[src/rtl/core_seq_pkg.sv]
// Shared definitions for the core run sequencer.
// Contents:
//   seq_state_e      - sequencer FSM state encoding
//   STATUS_*         - completion status codes reported in done_status
//   STATUS_BITS      - width of the status field
//   PHASE_TIMER_BITS - width of the phase duration down-counter
//   phase_load()     - converts a phase length in cycles into a timer load value
package core_seq_pkg;

    typedef enum logic [2:0] {
        StIdle,
        StResetHold,
        StStart,
        StRun,
        StReport,
        StDone
    } seq_state_e;

    localparam int unsigned STATUS_BITS = 2;

    localparam logic [STATUS_BITS-1:0] STATUS_HALT    = 2'd0;
    localparam logic [STATUS_BITS-1:0] STATUS_TIMEOUT = 2'd1;
    localparam logic [STATUS_BITS-1:0] STATUS_ABORT   = 2'd2;

    localparam int unsigned PHASE_TIMER_BITS = 32;

    // The timer counts down to zero and the phase ends in the cycle it reads
    // zero, so a phase of N cycles is loaded with N-1.
    function automatic logic [PHASE_TIMER_BITS-1:0] phase_load(input int unsigned cycles);
        if (cycles == 0) begin
            return '0;
        end
        return PHASE_TIMER_BITS'(cycles - 1);
    endfunction

endpackage

[src/rtl/seq_phase_timer.sv]
// Loadable down-counter timing the fixed-length phases of the run sequencer.
// Ports:
//   clock         - clock
//   reset         - synchronous active-low reset
//   load_i        - load load_value_i this cycle (takes priority over counting)
//   load_value_i  - value to load
//   zero_o        - counter currently reads zero
// The counter decrements once per cycle and stops at zero.
module seq_phase_timer #(
    parameter int unsigned WIDTH = 32
) (
    input  logic             clock,
    input  logic             reset,
    input  logic             load_i,
    input  logic [WIDTH-1:0] load_value_i,
    output logic             zero_o
);

    logic [WIDTH-1:0] count_q;

    always_ff @(posedge clock) begin
        if (!reset) begin
            count_q <= '0;
        end else if (load_i) begin
            count_q <= load_value_i;
        end else if (count_q != '0) begin
            count_q <= count_q - WIDTH'(1);
        end
    end

    assign zero_o = (count_q == '0);

endmodule

[src/rtl/core_run_sequencer.sv]
// Run controller for a single RISC_V_Core instance.
// Accepts a run request (program address, cycle budget) from the host, walks the
// core through reset hold, start, run and report phases, then returns a completion
// record (RUN cycles counted, termination status).
// Ports:
//   clock, reset                       - clock, synchronous active-low reset
//   host_req_valid / host_req_ready    - run request handshake
//   host_prog_address                  - program start address
//   host_cycle_budget                  - max RUN cycles, 0 = unlimited
//   host_abort                         - level, terminate current run
//   core_halted                        - core reports program end
//   core_reset, core_start,
//   core_prog_address, core_report     - core control (core_reset active-high)
//   done_valid / done_ready            - completion record handshake
//   done_cycles, done_status           - completion record
module core_run_sequencer
    import core_seq_pkg::*;
#(
    parameter int unsigned ADDRESS_BITS  = 20,
    parameter int unsigned CYCLE_BITS    = 32,
    parameter int unsigned RESET_CYCLES  = 4,
    parameter int unsigned START_CYCLES  = 5,
    parameter int unsigned REPORT_CYCLES = 1
) (
    input  logic                    clock,
    input  logic                    reset,
    input  logic                    host_req_valid,
    output logic                    host_req_ready,
    input  logic [ADDRESS_BITS-1:0] host_prog_address,
    input  logic [CYCLE_BITS-1:0]   host_cycle_budget,
    input  logic                    host_abort,
    input  logic                    core_halted,
    output logic                    core_reset,
    output logic                    core_start,
    output logic [ADDRESS_BITS-1:0] core_prog_address,
    output logic                    core_report,
    output logic                    done_valid,
    input  logic                    done_ready,
    output logic [CYCLE_BITS-1:0]   done_cycles,
    output logic [STATUS_BITS-1:0]  done_status
);

    seq_state_e                  state_q;
    logic [CYCLE_BITS-1:0]       budget_q;
    logic [CYCLE_BITS-1:0]       done_cycles_q;
    logic [STATUS_BITS-1:0]      done_status_q;
    logic [ADDRESS_BITS-1:0]     core_prog_address_q;
    logic                        core_reset_q;
    logic                        core_start_q;
    logic                        core_report_q;
    logic                        done_valid_q;

    logic [CYCLE_BITS-1:0]       cycles_inc;
    logic                        run_timeout;
    logic                        run_exit;
    logic [STATUS_BITS-1:0]      run_status;
    logic                        timer_load;
    logic [PHASE_TIMER_BITS-1:0] timer_value;
    logic                        timer_zero;

    // RUN-phase bookkeeping: saturating count and exit decision for this cycle.
    always_comb begin
        cycles_inc  = (done_cycles_q == '1) ? done_cycles_q : done_cycles_q + CYCLE_BITS'(1);
        run_timeout = (budget_q != '0) && (cycles_inc == budget_q);
        run_exit    = core_halted | run_timeout | host_abort;
        if (core_halted) begin
            run_status = STATUS_HALT;
        end else if (run_timeout) begin
            run_status = STATUS_TIMEOUT;
        end else begin
            run_status = STATUS_ABORT;
        end
    end

    // Timer is loaded on entry to every timed phase; mirrors the transitions below.
    always_comb begin
        timer_load  = 1'b0;
        timer_value = '0;
        unique case (state_q)
            StIdle: begin
                if (host_req_valid) begin
                    timer_load  = 1'b1;
                    timer_value = phase_load(RESET_CYCLES);
                end
            end
            StResetHold: begin
                if (host_abort) begin
                    timer_load  = 1'b1;
                    timer_value = phase_load(REPORT_CYCLES);
                end else if (timer_zero) begin
                    timer_load  = 1'b1;
                    timer_value = phase_load(START_CYCLES);
                end
            end
            StStart: begin
                if (host_abort) begin
                    timer_load  = 1'b1;
                    timer_value = phase_load(REPORT_CYCLES);
                end
            end
            StRun: begin
                if (run_exit) begin
                    timer_load  = 1'b1;
                    timer_value = phase_load(REPORT_CYCLES);
                end
            end
            default: begin
                timer_load  = 1'b0;
                timer_value = '0;
            end
        endcase
    end

    seq_phase_timer #(
        .WIDTH (PHASE_TIMER_BITS)
    ) u_phase_timer (
        .clock        (clock),
        .reset        (reset),
        .load_i       (timer_load),
        .load_value_i (timer_value),
        .zero_o       (timer_zero)
    );

    // Main FSM; all core/host outputs are registered alongside the state.
    always_ff @(posedge clock) begin
        if (!reset) begin
            state_q             <= StIdle;
            budget_q            <= '0;
            done_cycles_q       <= '0;
            done_status_q       <= STATUS_HALT;
            core_prog_address_q <= '0;
            core_reset_q        <= 1'b1;
            core_start_q        <= 1'b0;
            core_report_q       <= 1'b0;
            done_valid_q        <= 1'b0;
        end else begin
            unique case (state_q)
                StIdle: begin
                    if (host_req_valid) begin
                        state_q             <= StResetHold;
                        budget_q            <= host_cycle_budget;
                        core_prog_address_q <= host_prog_address;
                        done_cycles_q       <= '0;
                        core_reset_q        <= 1'b1;
                    end
                end
                StResetHold: begin
                    if (host_abort) begin
                        state_q       <= StReport;
                        done_status_q <= STATUS_ABORT;
                        core_reset_q  <= 1'b0;
                        core_report_q <= 1'b1;
                    end else if (timer_zero) begin
                        state_q      <= StStart;
                        core_reset_q <= 1'b0;
                        core_start_q <= 1'b1;
                    end
                end
                StStart: begin
                    if (host_abort) begin
                        state_q       <= StReport;
                        done_status_q <= STATUS_ABORT;
                        core_start_q  <= 1'b0;
                        core_report_q <= 1'b1;
                    end else if (timer_zero) begin
                        state_q      <= StRun;
                        core_start_q <= 1'b0;
                    end
                end
                StRun: begin
                    done_cycles_q <= cycles_inc;
                    if (run_exit) begin
                        state_q       <= StReport;
                        done_status_q <= run_status;
                        core_report_q <= 1'b1;
                    end
                end
                StReport: begin
                    if (timer_zero) begin
                        state_q       <= StDone;
                        core_report_q <= 1'b0;
                        done_valid_q  <= 1'b1;
                    end
                end
                StDone: begin
                    if (done_ready) begin
                        state_q      <= StIdle;
                        done_valid_q <= 1'b0;
                        core_reset_q <= 1'b1;
                    end
                end
                default: begin
                    state_q <= StIdle;
                end
            endcase
        end
    end

    assign host_req_ready    = (state_q == StIdle);
    assign core_reset        = core_reset_q;
    assign core_start        = core_start_q;
    assign core_report       = core_report_q;
    assign core_prog_address = core_prog_address_q;
    assign done_valid        = done_valid_q;
    assign done_cycles       = done_cycles_q;
    assign done_status       = done_status_q;

endmodule

[config.mk]
export PLATFORM = sky130hd
export DESIGN_NAME = core_run_sequencer
export DESIGN_NICKNAME = d
export VERILOG_FILES = /design/src/rtl/core_seq_pkg.sv /design/src/rtl/seq_phase_timer.sv /design/src/rtl/core_run_sequencer.sv
export SDC_FILE = /design/constraint.sdc
export NUM_CORES = 1
export LEC_CHECK = 0
export CORE_ASPECT_RATIO = 1.75
export CORE_MARGIN = 8
export CORE_UTILIZATION = 49
export DETAILED_ROUTE_END_ITERATION = 8
export PLACE_DENSITY = 0.84
export SYNTH_ARGS = -nofsm -noshare
export SYNTH_HDL_FRONTEND = slang
export SYNTH_SLANG_ARGS = --single-unit
[constraint.sdc]
create_clock -name clock -period 3.35 [get_ports clock]
set_clock_uncertainty 0.05 [all_clocks]
set_input_delay 0.67 -clock clock [delete_from_list [all_inputs] [get_ports clock]]
set_output_delay 0.67 -clock clock [all_outputs]
set_load 0.05 [all_outputs]
==> reports/results.tsv <==
stage	metric	value	unit
floorplanning	die_h	177.2	um
power	clockPowerShare	30.0	%
yosys	ys_seq_elements	125	
grt	grt_max_degree	55	
power	p_leak	3.807	nW
timing	hold_viol	0	
yosys	postSynth.asyncResetShare	0	%
clocking	cts_setup_buffers	0	
floorplanning	dieArea	19150	sq um
cells_and_area	fin_cells	1324	
timing	finalCritPeriodShare	99.61	%
status	status	completed	
route	drc	0	
grt	grt_pass1_wl	46020	um
route	drt-vias-per-instance	6.199	
floorplanning	die_w	108.1	um
timing	slew_headroom	51.90	%
yosys	ys.flop_type	dfxtp_1	
yosys	synth_warnings	0	
cells_and_area	nFillCells	1197	
yosys	avgSynthCellArea	7.688	sq um
yosys	yosysTopAreaCell	dfxtp_1	
cells_and_area	n_antenna_cell	0	
grt	first_global_vias	8217	
worst_setup_path	crit_type	flip-flop to flip-flop	
min_path	hold_depth	2	
place	port_buffers	116	
clocking	clockBufferDepth	2	
worst_setup_path	critPathArrivalTime	3.60	ns
route	first_pass_iters	7	
route	dr.first_iter.drc_count	505	
route	vias	8207	
worst_setup_path	crit_fanout	16	
place	place_congestion	1.179	
floorplanning	start_util	49.51	%
place	placed_area	9324	sq um
clocking	hold_buffers	0	
power	power_density	700.8	nW/um^2
timing	maxSlewViolCount	0	
timing	hold-worst-slack	0.4036	ns
yosys	syn_area	7273	sq um
yosys	synth_fp_nets	1007	
worst_setup_path	crit_path_start_kind	flip-flop	
route	ant_nets	0	
floorplanning	rows	59	
timing	finalSetupViolations	0	
grt	grt_use_total	31.57	%
floorplanning	io_pins	117	
power	intPower	4.321	mW
cells_and_area	final_cell_mix	nand2_1 (153), clkdlybuf4s50_1 (116), buf_4 (114)	
worst_setup_path	required	3.61	ns
power	p_comb_share	41.0	%
clocking	cts-root-buf	clkbuf_16	
timing	max_slew.worst_pin.slew	0.7164	ns
place	dp_hpwl	22280	um
yosys	ys_seq_area_share	34.41	%
cells_and_area	final_common_cell	nand2_1	
yosys	syn_inst	946	
power	seqPwrFrac	29.0	%
clocking	tritoncts.num_buffers	17	
yosys	synth-edff-count	0	
grt	grt_overflow	0	
worst_setup_path	reg2reg_depth	12	
route	wl_per_cell	22.79	um
cells_and_area	drive_gt1_share	18.05	%
clocking	cts_tree	built	
route	wl	30180	um
power	p_switching	2.756	mW
worst_setup_path	worst_setup_path_end_kind	flip-flop	
grt	antenna_found_initial	0	
cells_and_area	area_growth	38.86	%
power	irDropWorstVdd	773.8	uV
flow_run	maxCapViolCount	0	
cells_and_area	layout.nets	1190	
cells_and_area	post-route-cell-area	10100	sq um
yosys	yosys.area.top_type_share	34.41	%
place	dp.cells	1293	
floorplanning	core_area	14690	sq um
clocking	clkTransAtPathRegs	0.07	ns
min_path	min_path_type	flip-flop to flip-flop	
timing	clock.fmax	299.7	MHz
clocking	h-tree-depth	4	
clocking	clock-sinks	125	
timing	min_period	3.337	ns
yosys	synthTopCellsByArea	dfxtp_1 (34%), nand2_1 (8.0%), a21oi_1 (6.8%), xnor2_1 (6.4%), nor2_1 (4.1%)	
yosys	ys_types	76	
power	swShare	38.95	%
clocking	clock_latency	0.43	ns
==> Yosys cell counts, drive strengths merged, types with 13 or more instances <==
cell and instances:
nand3 25, nor2 80, nor4 29, nand4 28
dfxtp 125, a311oi 13, clkbuf 44, a21oi 100
xnor2 53, buf 27, nor3 35, o21ai 39
nand2 155
==> sequential cells by signal, summed over array words and instances, names as in the netlist <==
register	cells
budget_q	32
core_prog_address	20
core_report	1
core_reset	1
core_start	1
done_cycles	32
done_status	2
done_valid	1
state_q	3
u_phase_timer.count_q	32
==> cell families (layout without fill, tap and decap cells) <==
group                    after synthesis  count (layout)  share of synthesized area [%]
AO/OA/AOI/OAI                        229             229                          20.14
XOR/XNOR                              65              65                          7.827
adder cells (fa/ha/maj)                3               3                         0.5161
buffers and inverters                 83             278                          5.092
flip-flops                           125             125                          34.41
multiplexers                           9               9                          1.273
AND/OR/NAND/NOR                      432             432                          30.74
==> cell type report <==
cell class                      instances  area (sq um)  share of cell area (%)
Inverter                               12         45.04                  0.4460
Tap cell                              183         229.0                   2.267
Clock inverter                         12         207.7                   2.056
Timing Repair Buffer                  235          2100                   20.79
Multi-Input combinational cell        738          4516                   44.71
Clock buffer                           19         454.2                   4.497
Sequential cell                       125          2549                   25.24
==> worst paths after layout <==
check | from | to | slack [ns]
worst min register to register | core_prog_address[18]$_SDFFE_PN0P_ | core_prog_address[18]$_SDFFE_PN0P_ | 0.40
worst max register to register | done_cycles[1]$_SDFFE_PN0P_ | u_phase_timer.count_q[22]$_SDFFE_PN0P_ | 0.01
worst min-delay path | core_prog_address[18]$_SDFFE_PN0P_ | core_prog_address[18]$_SDFFE_PN0P_ | 0.40
worst max-delay path | done_cycles[1]$_SDFFE_PN0P_ | u_phase_timer.count_q[22]$_SDFFE_PN0P_ | 0.01
==> power by group through the flow <==
stage	Combinational, mW	Clock, mW	Sequential (mW)
4_1_cts	2.86	2.14	2.04
6_report	2.90	2.12	2.05
3_5_place_dp	2.81	0	2.07
3_3_place_gp	2.76	0	2.06
5_1_grt	3.19	2.20	2.08
2_1_floorplan	1.91	0	2.16
==> per-layer routing <==
layer | vias to the layer above | part of all wire [%] | track usage (%)
met5 | - | 0 | 0
met4 | 0 | 8.0 | 22.98
met3 | 155 | 6.5 | 7.002
met2 | 433 | 52 | 55.19
met1 | 3837 | 34 | 31.83
li1 | 3782 | - | -
==> timing repair <==
action	CTS	global route
pin swaps	0	4
resized for setup	3	18
setup endpoints to repair	32	37
==> stage by stage <==
step / power [mW] / worst slack, ns / TNS (ns) / utilization, %
3_5_place_dp: 4.879 / -0.03517 / -0.4522 / 63.47
5_1_grt: 7.471 / -0.1450 / -3.913 / 68.75
2_1_floorplan: 4.069 / 0.0006530 / 0 / -
3_3_place_gp: 4.814 / 0.02101 / 0 / 63.47
6_report: 7.078 / 0.01298 / 0 / 68.75
4_1_cts: 7.043 / 0.04802 / 0 / 68.11
==> critical path: stages, from the launching register on <==
cell and delay [ns]:
dfxtp_2 0.38, ha_1 0.25, nand4_1 0.29, nor4_2 0.27, buf_4 0.20, nor2_1 0.05, a2111oi_0 0.37, o2111ai_1 0.24
nor4_2 0.40, nand4_4 0.20, a21oi_4 0.25, buf_6 0.19, nor2_1 0.06
No activity file was read; power rests on OpenSTA's default activity.
